===== config.mk =====
export PLATFORM = sky130hd
export DESIGN_NAME = kamus_fetch_unit_flat
export DESIGN_NICKNAME = d
export VERILOG_FILES = /design/src/rtl/kamus_pkg.sv /design/src/rtl/kamus_fetch_unit_if.sv /design/src/rtl/kamus_fetch_fifo.sv /design/src/rtl/kamus_fetch_unit.sv /design/src/flat_wrapper.sv
export SDC_FILE = /design/constraint.sdc
export NUM_CORES = 1
export LEC_CHECK = 0
export ABC_AREA = 0
export ABC_CLOCK_PERIOD_IN_PS = 7100
export CORE_ASPECT_RATIO = 1.2
export CORE_MARGIN = 2
export CORE_UTILIZATION = 49
export CTS_BUF_LIST = sky130_fd_sc_hd__clkbuf_8
export DETAILED_ROUTE_END_ITERATION = 16
export GPL_ROUTABILITY_DRIVEN = 0
export GPL_TIMING_DRIVEN = 0
export PLACE_DENSITY = 0.76
export SYNTH_ARGS = -nofsm -noshare
export SYNTH_HDL_FRONTEND = slang
export SYNTH_HIERARCHICAL = 1
export SYNTH_SLANG_ARGS = --single-unit

===== constraint.sdc =====
create_clock -name clk_i -period 7.1 [get_ports clk_i]
set_input_delay 2.13 -clock clk_i [delete_from_list [all_inputs] [get_ports clk_i]]
set_output_delay 2.13 -clock clk_i [all_outputs]
set_load 0.01 [all_outputs]

===== src/rtl/kamus_pkg.sv =====
// Shared types and constants for the kamus-v fetch stage.
package kamus_pkg;

  localparam int unsigned     KAMUS_XLEN      = 32;
  localparam logic [31:0]     KAMUS_BOOT_ADDR = 32'h0000_0000;

  // Next-PC selector produced by the control unit
  typedef enum logic [1:0] {
    PC4_ST = 2'b00,
    B_ST   = 2'b01,
    J_ST   = 2'b10
  } instr_addr_state_t;

  // Fetch FSM encoding kept as plain constants so older tools can consume it
  typedef logic [1:0] fetch_state_t;
  localparam fetch_state_t FETCH_REQ   = 2'd0;
  localparam fetch_state_t FETCH_WAIT  = 2'd1;
  localparam fetch_state_t FETCH_FLUSH = 2'd2;

  typedef struct packed {
    logic [KAMUS_XLEN-1:0] pc;
    logic [31:0]           instr;
  } fetch_entry_t;

  // Force a byte address onto a word boundary
  function automatic logic [KAMUS_XLEN-1:0] word_align(input logic [KAMUS_XLEN-1:0] addr);
    return {addr[KAMUS_XLEN-1:2], 2'b00};
  endfunction

endpackage


===== src/rtl/kamus_fetch_unit_if.sv =====
// L1I request/response bus and decode hand-off bundled for the fetch stage.
interface kamus_fetch_unit_if
  import kamus_pkg::*;
#(
  parameter int unsigned XLEN = KAMUS_XLEN
);

  logic            imem_req_o;
  logic [XLEN-1:0] imem_addr_o;
  logic            imem_gnt_i;
  logic            imem_rvalid_i;
  logic [31:0]     imem_rdata_i;

  logic            instr_valid_o;
  logic            instr_ready_i;
  logic [31:0]     instr_o;
  logic [XLEN-1:0] instr_pc_o;

  // Fetch unit side
  modport master (
    output imem_req_o, imem_addr_o, instr_valid_o, instr_o, instr_pc_o,
    input  imem_gnt_i, imem_rvalid_i, imem_rdata_i, instr_ready_i
  );

  // L1I / decode side
  modport slave (
    input  imem_req_o, imem_addr_o, instr_valid_o, instr_o, instr_pc_o,
    output imem_gnt_i, imem_rvalid_i, imem_rdata_i, instr_ready_i
  );

endinterface


===== src/rtl/kamus_fetch_fifo.sv =====
// Small synchronous FIFO holding fetched {pc, instr} pairs for decode.
// Clear wins over push and pop in the same cycle.
module kamus_fetch_fifo
  import kamus_pkg::*;
#(
  parameter int unsigned DEPTH = 2
) (
  input  logic                   clk_i,
  input  logic                   rst_ni,
  input  logic                   push_i,
  input  fetch_entry_t           data_i,
  input  logic                   pop_i,
  input  logic                   clear_i,
  output fetch_entry_t           head_o,
  output logic [$clog2(DEPTH):0] count_o
);

  localparam int unsigned PW = $clog2(DEPTH);
  localparam logic [PW:0] FULL_CNT = (PW+1)'(DEPTH);

  fetch_entry_t  r_mem [DEPTH];
  logic [PW-1:0] r_rd_ptr;
  logic [PW-1:0] r_wr_ptr;
  logic [PW:0]   r_count;
  logic          w_do_push;
  logic          w_do_pop;

  assign w_do_pop  = pop_i && (r_count != '0);
  assign w_do_push = push_i && ((r_count != FULL_CNT) || w_do_pop);

  // Storage; reset so the head reads zero while the stage is held in reset
  always_ff @(posedge clk_i or negedge rst_ni) begin
    if (!rst_ni) begin
      for (int i = 0; i < DEPTH; i++) r_mem[i] <= '0;
    end else if (w_do_push && !clear_i) begin
      r_mem[r_wr_ptr] <= data_i;
    end
  end

  // Pointer and occupancy bookkeeping
  always_ff @(posedge clk_i or negedge rst_ni) begin
    if (!rst_ni) begin
      r_rd_ptr <= '0;
      r_wr_ptr <= '0;
      r_count  <= '0;
    end else if (clear_i) begin
      r_rd_ptr <= '0;
      r_wr_ptr <= '0;
      r_count  <= '0;
    end else begin
      if (w_do_push) r_wr_ptr <= r_wr_ptr + 1'b1;
      if (w_do_pop)  r_rd_ptr <= r_rd_ptr + 1'b1;
      if (w_do_push && !w_do_pop)      r_count <= r_count + 1'b1;
      else if (w_do_pop && !w_do_push) r_count <= r_count - 1'b1;
    end
  end

  assign head_o  = r_mem[r_rd_ptr];
  assign count_o = r_count;

endmodule


===== src/rtl/kamus_fetch_unit.sv =====
// Instruction-fetch stage: PC register, L1I request FSM, redirect handling.
//
// state       | meaning
// ------------+-----------------------------------------------------------
// FETCH_REQ   | request pc to L1I whenever the buffer has room
// FETCH_WAIT  | one request granted, waiting for its rvalid to push
// FETCH_FLUSH | a redirect orphaned the in-flight request; drop its rvalid
module kamus_fetch_unit
  import kamus_pkg::*;
#(
  parameter int unsigned     XLEN      = KAMUS_XLEN,
  parameter logic [XLEN-1:0] BOOT_ADDR = KAMUS_BOOT_ADDR,
  parameter int unsigned     BUF_DEPTH = 2
) (
  input  logic              clk_i,
  input  logic              rst_ni,
  input  logic              ctrl_valid_i,
  input  instr_addr_state_t instr_addr_state_i,
  input  logic              branch_taken_i,
  input  logic [XLEN-1:0]   target_addr_i,
  kamus_fetch_unit_if.master fetch_if,
  output logic              fetch_misalign_o
);

  localparam int unsigned CW = $clog2(BUF_DEPTH) + 1;

  fetch_state_t    r_state;
  fetch_state_t    w_state_nxt;
  logic [XLEN-1:0] r_pc;
  logic [XLEN-1:0] w_pc_nxt;
  logic [XLEN-1:0] r_req_pc;

  logic            w_redirect;
  logic            w_outstanding;
  logic            w_req;
  logic            w_grant;
  logic            w_push;
  logic            w_pop;
  logic [CW-1:0]   w_count;
  fetch_entry_t    w_push_entry;
  fetch_entry_t    w_head;

  assign w_redirect = ctrl_valid_i &&
                      ((instr_addr_state_i == J_ST) ||
                       ((instr_addr_state_i == B_ST) && branch_taken_i));

  // Only WAIT owes a response that will land in the buffer
  assign w_outstanding = (r_state == FETCH_WAIT);
  assign w_req   = (r_state == FETCH_REQ) &&
                   ((w_count + CW'(w_outstanding)) < CW'(BUF_DEPTH));
  assign w_grant = w_req && fetch_if.imem_gnt_i;

  assign w_push = (r_state == FETCH_WAIT) && fetch_if.imem_rvalid_i && !w_redirect;
  assign w_pop  = fetch_if.instr_valid_o && fetch_if.instr_ready_i;
  assign w_push_entry = '{pc: r_req_pc, instr: fetch_if.imem_rdata_i};

  // Next state and next PC; a redirect overrides any sequential advance
  always_comb begin
    w_state_nxt = r_state;
    w_pc_nxt    = r_pc;
    if (w_redirect) begin
      w_pc_nxt = word_align(target_addr_i);
      case (r_state)
        FETCH_REQ:   if (w_grant) w_state_nxt = FETCH_FLUSH;
        FETCH_WAIT:  w_state_nxt = fetch_if.imem_rvalid_i ? FETCH_REQ : FETCH_FLUSH;
        FETCH_FLUSH: if (fetch_if.imem_rvalid_i) w_state_nxt = FETCH_REQ;
        default:     w_state_nxt = FETCH_REQ;
      endcase
    end else begin
      case (r_state)
        FETCH_REQ: begin
          if (w_grant) begin
            w_pc_nxt    = r_pc + XLEN'(4);
            w_state_nxt = FETCH_WAIT;
          end
        end
        FETCH_WAIT:  if (fetch_if.imem_rvalid_i) w_state_nxt = FETCH_REQ;
        FETCH_FLUSH: if (fetch_if.imem_rvalid_i) w_state_nxt = FETCH_REQ;
        default:     w_state_nxt = FETCH_REQ;
      endcase
    end
  end

  // FSM and PC registers
  always_ff @(posedge clk_i or negedge rst_ni) begin
    if (!rst_ni) begin
      r_state <= FETCH_REQ;
      r_pc    <= BOOT_ADDR;
    end else begin
      r_state <= w_state_nxt;
      r_pc    <= w_pc_nxt;
    end
  end

  // Remember the address of the granted request so its response is tagged
  always_ff @(posedge clk_i or negedge rst_ni) begin
    if (!rst_ni) begin
      r_req_pc <= BOOT_ADDR;
    end else if (w_grant && !w_redirect) begin
      r_req_pc <= r_pc;
    end
  end

  kamus_fetch_fifo #(
    .DEPTH (BUF_DEPTH)
  ) u_fifo (
    .clk_i   (clk_i),
    .rst_ni  (rst_ni),
    .push_i  (w_push),
    .data_i  (w_push_entry),
    .pop_i   (w_pop),
    .clear_i (w_redirect),
    .head_o  (w_head),
    .count_o (w_count)
  );

  // Request/redirect-derived outputs are forced low while reset is asserted
  assign fetch_if.imem_req_o  = rst_ni && w_req;
  assign fetch_if.imem_addr_o = rst_ni ? r_pc : '0;
  assign fetch_misalign_o     = rst_ni && w_redirect && (target_addr_i[1:0] != 2'b00);

  assign fetch_if.instr_valid_o = (w_count != '0);
  assign fetch_if.instr_o       = w_head.instr;
  assign fetch_if.instr_pc_o    = w_head.pc;

endmodule


===== src/flat_wrapper.sv =====
// flat-port wrapper written by rule: the top's interface ports become plain ports
module kamus_fetch_unit_flat import kamus_pkg::*;
#(
  parameter int unsigned     XLEN      = KAMUS_XLEN,
  parameter logic [XLEN-1:0] BOOT_ADDR = KAMUS_BOOT_ADDR,
  parameter int unsigned     BUF_DEPTH = 2
)
  (clk_i, rst_ni, ctrl_valid_i, instr_addr_state_i, branch_taken_i, target_addr_i, fetch_misalign_o, fetch_if_imem_req_o, fetch_if_imem_addr_o, fetch_if_instr_valid_o, fetch_if_instr_o, fetch_if_instr_pc_o, fetch_if_imem_gnt_i, fetch_if_imem_rvalid_i, fetch_if_imem_rdata_i, fetch_if_instr_ready_i);
  kamus_fetch_unit_if #(.XLEN(XLEN)) fetch_if_i ();
  input  logic clk_i;
  input  logic rst_ni;
  input  logic ctrl_valid_i;
  input  instr_addr_state_t instr_addr_state_i;
  input  logic branch_taken_i;
  input  logic [XLEN-1:0] target_addr_i;
  output logic fetch_misalign_o;
  output wire logic [$bits(fetch_if_i.imem_req_o)-1:0] fetch_if_imem_req_o;
  output wire logic [$bits(fetch_if_i.imem_addr_o)-1:0] fetch_if_imem_addr_o;
  output wire logic [$bits(fetch_if_i.instr_valid_o)-1:0] fetch_if_instr_valid_o;
  output wire logic [$bits(fetch_if_i.instr_o)-1:0] fetch_if_instr_o;
  output wire logic [$bits(fetch_if_i.instr_pc_o)-1:0] fetch_if_instr_pc_o;
  input wire logic [$bits(fetch_if_i.imem_gnt_i)-1:0] fetch_if_imem_gnt_i;
  input wire logic [$bits(fetch_if_i.imem_rvalid_i)-1:0] fetch_if_imem_rvalid_i;
  input wire logic [$bits(fetch_if_i.imem_rdata_i)-1:0] fetch_if_imem_rdata_i;
  input wire logic [$bits(fetch_if_i.instr_ready_i)-1:0] fetch_if_instr_ready_i;
  assign fetch_if_imem_req_o = fetch_if_i.imem_req_o;
  assign fetch_if_imem_addr_o = fetch_if_i.imem_addr_o;
  assign fetch_if_instr_valid_o = fetch_if_i.instr_valid_o;
  assign fetch_if_instr_o = fetch_if_i.instr_o;
  assign fetch_if_instr_pc_o = fetch_if_i.instr_pc_o;
  assign fetch_if_i.imem_gnt_i = fetch_if_imem_gnt_i;
  assign fetch_if_i.imem_rvalid_i = fetch_if_imem_rvalid_i;
  assign fetch_if_i.imem_rdata_i = fetch_if_imem_rdata_i;
  assign fetch_if_i.instr_ready_i = fetch_if_instr_ready_i;
  kamus_fetch_unit #(.XLEN(XLEN), .BOOT_ADDR(BOOT_ADDR), .BUF_DEPTH(BUF_DEPTH)) u_core (.clk_i(clk_i), .rst_ni(rst_ni), .ctrl_valid_i(ctrl_valid_i), .instr_addr_state_i(instr_addr_state_i), .branch_taken_i(branch_taken_i), .target_addr_i(target_addr_i), .fetch_if(fetch_if_i), .fetch_misalign_o(fetch_misalign_o));
endmodule

==> impl_metrics.json <==
{
  "arrival_ps": 4560,
  "timing.slew.headroom_pct": 37.2,
  "synthCells": 702,
  "drc_errors": 0,
  "synth-seq-cells": 194,
  "synth_ff_type": "dfrtp_1",
  "reg2reg_depth": 8,
  "clkPwrFrac_pct": 15.7,
  "synthesis.area_mm2": 0.00927,
  "insertion_delay_ps": 480,
  "skew_ps": 15.2,
  "yosysWarnings": 6,
  "final_core_util_pct": 62.8,
  "seqPwrFrac_pct": 40.4,
  "cts_sinks": 194,
  "crit_fanout": 10,
  "drt_pass1_iterations": 5,
  "setup_slack_ps": 406,
  "grt_pass1_wl_mm": 34.1,
  "dp_hpwl_mm": 15.1,
  "num-nets-final": 974,
  "cts_setup_buffers": 0,
  "grt_overflow": 0,
  "max-clock-path-buffers": 2,
  "hold_viol_final": 0,
  "cp_data_required_time_ps": 4970,
  "drive_above_1_share_pct": 27.9,
  "post_cts_resized": 0,
  "vias_per_cell": 5.32,
  "max_freq_mhz": 149,
  "synth_area_leaders": "dfrtp_1 (52%), mux2_2 (17%), mux2_4 (7.9%)",
  "die_area_mm2": 0.0200,
  "ff2ff_setup_slack_ps": 4330,
  "fp.dieW_um": 130,
  "synth_top_area_cell": "dfrtp_1",
  "setup_viol": 0,
  "drv_slew": 0,
  "synthTopCellsByCount": "dfrtp_1 (194), mux2_2 (143), mux2_4 (49)",
  "hp-class": "reg2reg",
  "grt_max_degree": 104,
  "antenna_found_initial": 0,
  "placed_cells": 1133,
  "p_sw_share_pct": 32.5,
  "place_ws_ps": 405,
  "drt-total-wl_mm": 21.3,
  "cap_viol_max_count": 0,
  "grt_pass1_vias": 6372,
  "comb_power_share_pct": 43.9,
  "synth_cell_type_count": 53,
  "wire_per_inst_um": 18.3,
  "worst_slew_pin_slew_ps": 935,
  "yosysTopAreaCellShare_pct": 52.4,
  "coreArea_mm2": 0.0187,
  "fin_hold_ws_ps": 511,
  "yosysSeqAreaShare_pct": 52.4,
  "cp-start-kind": "primary input",
  "p_leak_uw": 0.00510,
  "critPathLaunch": "instr_addr_state_i[1]",
  "critPathKind": "in2out",
  "irDropWorstVdd_mv": 0.173,
  "worstSetupEndpoint": "fetch_misalign_o",
  "async_flop_share_pct": 100,
  "cts_tree": "done",
  "cts_buffers": 17,
  "rows": 55,
  "htreeDepth": 4,
  "powerDensity_mw_per_mm2": 401,
  "drt_iter0_drc": 331,
  "min_period_ps": 6690,
  "hold_depth": 1,
  "vias": 6203,
  "fin_crit_sh_pct": 94.3,
  "port_buffers": 169,
  "intPower_uw": 3180,
  "grt_use_total_pct": 22.0,
  "die_h_um": 155,
  "syn_area_per_cell_um2": 13.2,
  "num_io_pins": 172,
  "stdcell_count": 1165,
  "clkTransAtPathRegs_ps": 100,
  "crit_path_end_kind": "output port",
  "synth.most_common_cell": "dfrtp_1",
  "ant_nets": 0,
  "worstReg2RegStart": "u_core/r_state[1]",
  "status": "finished, final reports clean",
  "synth-edff-count": 0,
  "cts_hold_buf": 0,
  "syn_to_final_growth_pct": 26.7,
  "initial_utilization_pct": 49.5,
  "final_cell_area_mm2": 0.0117,
  "rsz0062_at_grt": "false",
  "timing.rr.end": "u_core/u_fifo/r_mem[54]",
  "n_antenna_cell": 0,
  "power_switching_uw": 1530,
  "place_area_mm2": 0.0113,
  "cts_root_buf": "clkbuf_8"
}
how the worst min path moves through the flow:
stage / start / endpoint / slack (ps)
after floorplan: u_core/r_req_pc[31] / u_core/r_req_pc[31] / 470
after global placement: u_core/u_fifo/r_mem[54] / u_core/u_fifo/r_mem[54] / 480
after detailed placement: u_core/u_fifo/r_mem[85] / u_core/u_fifo/r_mem[85] / 490
after CTS: u_core/u_fifo/r_mem[85] / u_core/u_fifo/r_mem[85] / 510
after global routing: u_core/u_fifo/r_mem[34] / u_core/u_fifo/r_mem[34] / 530
final: u_core/u_fifo/r_mem[0] / u_core/u_fifo/r_mem[0] / 510
through the flow:
| step | total power [µW] | setup TNS (ps) |
|---|---|---|
| floorplan | 3090 | 0 |
| global placement | 3950 | -1012860 |
| detailed placement | 4010 | 0 |
| CTS | 4760 | 0 |
| global route | 5000 | 0 |
| finish | 4710 | 0 |
layer usage:
layer | vias to the layer above | global-route usage (%) | wire length [µm]
li1 | 2867 | - | -
met1 | 3111 | 28.7 | 9340
met2 | 197 | 36.1 | 10300
met3 | 28 | 4.64 | 1140
met4 | 0 | 7.94 | 489
met5 | - | 0 | 0
power by group through the flow:
stage | clock network (µW) | logic, µW | registers [µW]
final | 739 | 2070 | 1900
after global routing | 813 | 2220 | 1970
after CTS | 758 | 2100 | 1900
after detailed placement | 0 | 2090 | 1920
after global placement | 0 | 2050 | 1900
after floorplan | 0 | 1290 | 1800
critical path, cell delays in order:
cell and delay, ps:
clkdlybuf4s50_1 460, and3b_1 170, o21ai_1 730, clkbuf_1 480, nor2_1 100, clkdlybuf4s50_1 490
state kept, by name (all words and copies together) (netlist names):
signal	count
u_core/r_pc	30
u_core/r_req_pc	30
u_core/r_state	2
u_core/u_fifo/count_o	2
u_core/u_fifo/r_mem	128
u_core/u_fifo/r_rd_ptr	1
u_core/u_fifo/r_wr_ptr	1
cell type report:
type / instances / area, µm²
inverters: 11 / 41.3
well taps: 256 / 320
multi-input cells: 464 / 4190
flip-flops and latches: 194 / 4850
clock inverters: 14 / 164
plain buffers: 38 / 209
clock buffers: 18 / 248
repair buffers: 170 / 1720
fillers: 1524 / 6970
cell usage in the layout, fill, tap and decap left out, types with 11 or more instances in the layout:
cell / count
and2_1: 37
buf_2: 11
clkbuf_1: 19
clkbuf_8: 18
clkdlybuf4s50_1: 168
dfrtp_1: 194
mux2_1: 30
mux2_2: 143
mux2_4: 49
nand2_1: 33
nand4_1: 17
nor2_1: 17
o21ai_1: 25
xor2_1: 21
logic make-up after synthesis:
group,after synthesis,share of synthesized area [%]
AOI/OAI and AO/OA,53,3.29
xor gates and xnor gates,28,2.64
adders and majority gates,5,0.675
buffers and inverters,49,2.70
DFF,194,52.4
muxes,223,29.1
other,1,0.0404
and+or+nand+nor,149,9.24
Note: power is estimated with default switching activity, not from simulation.
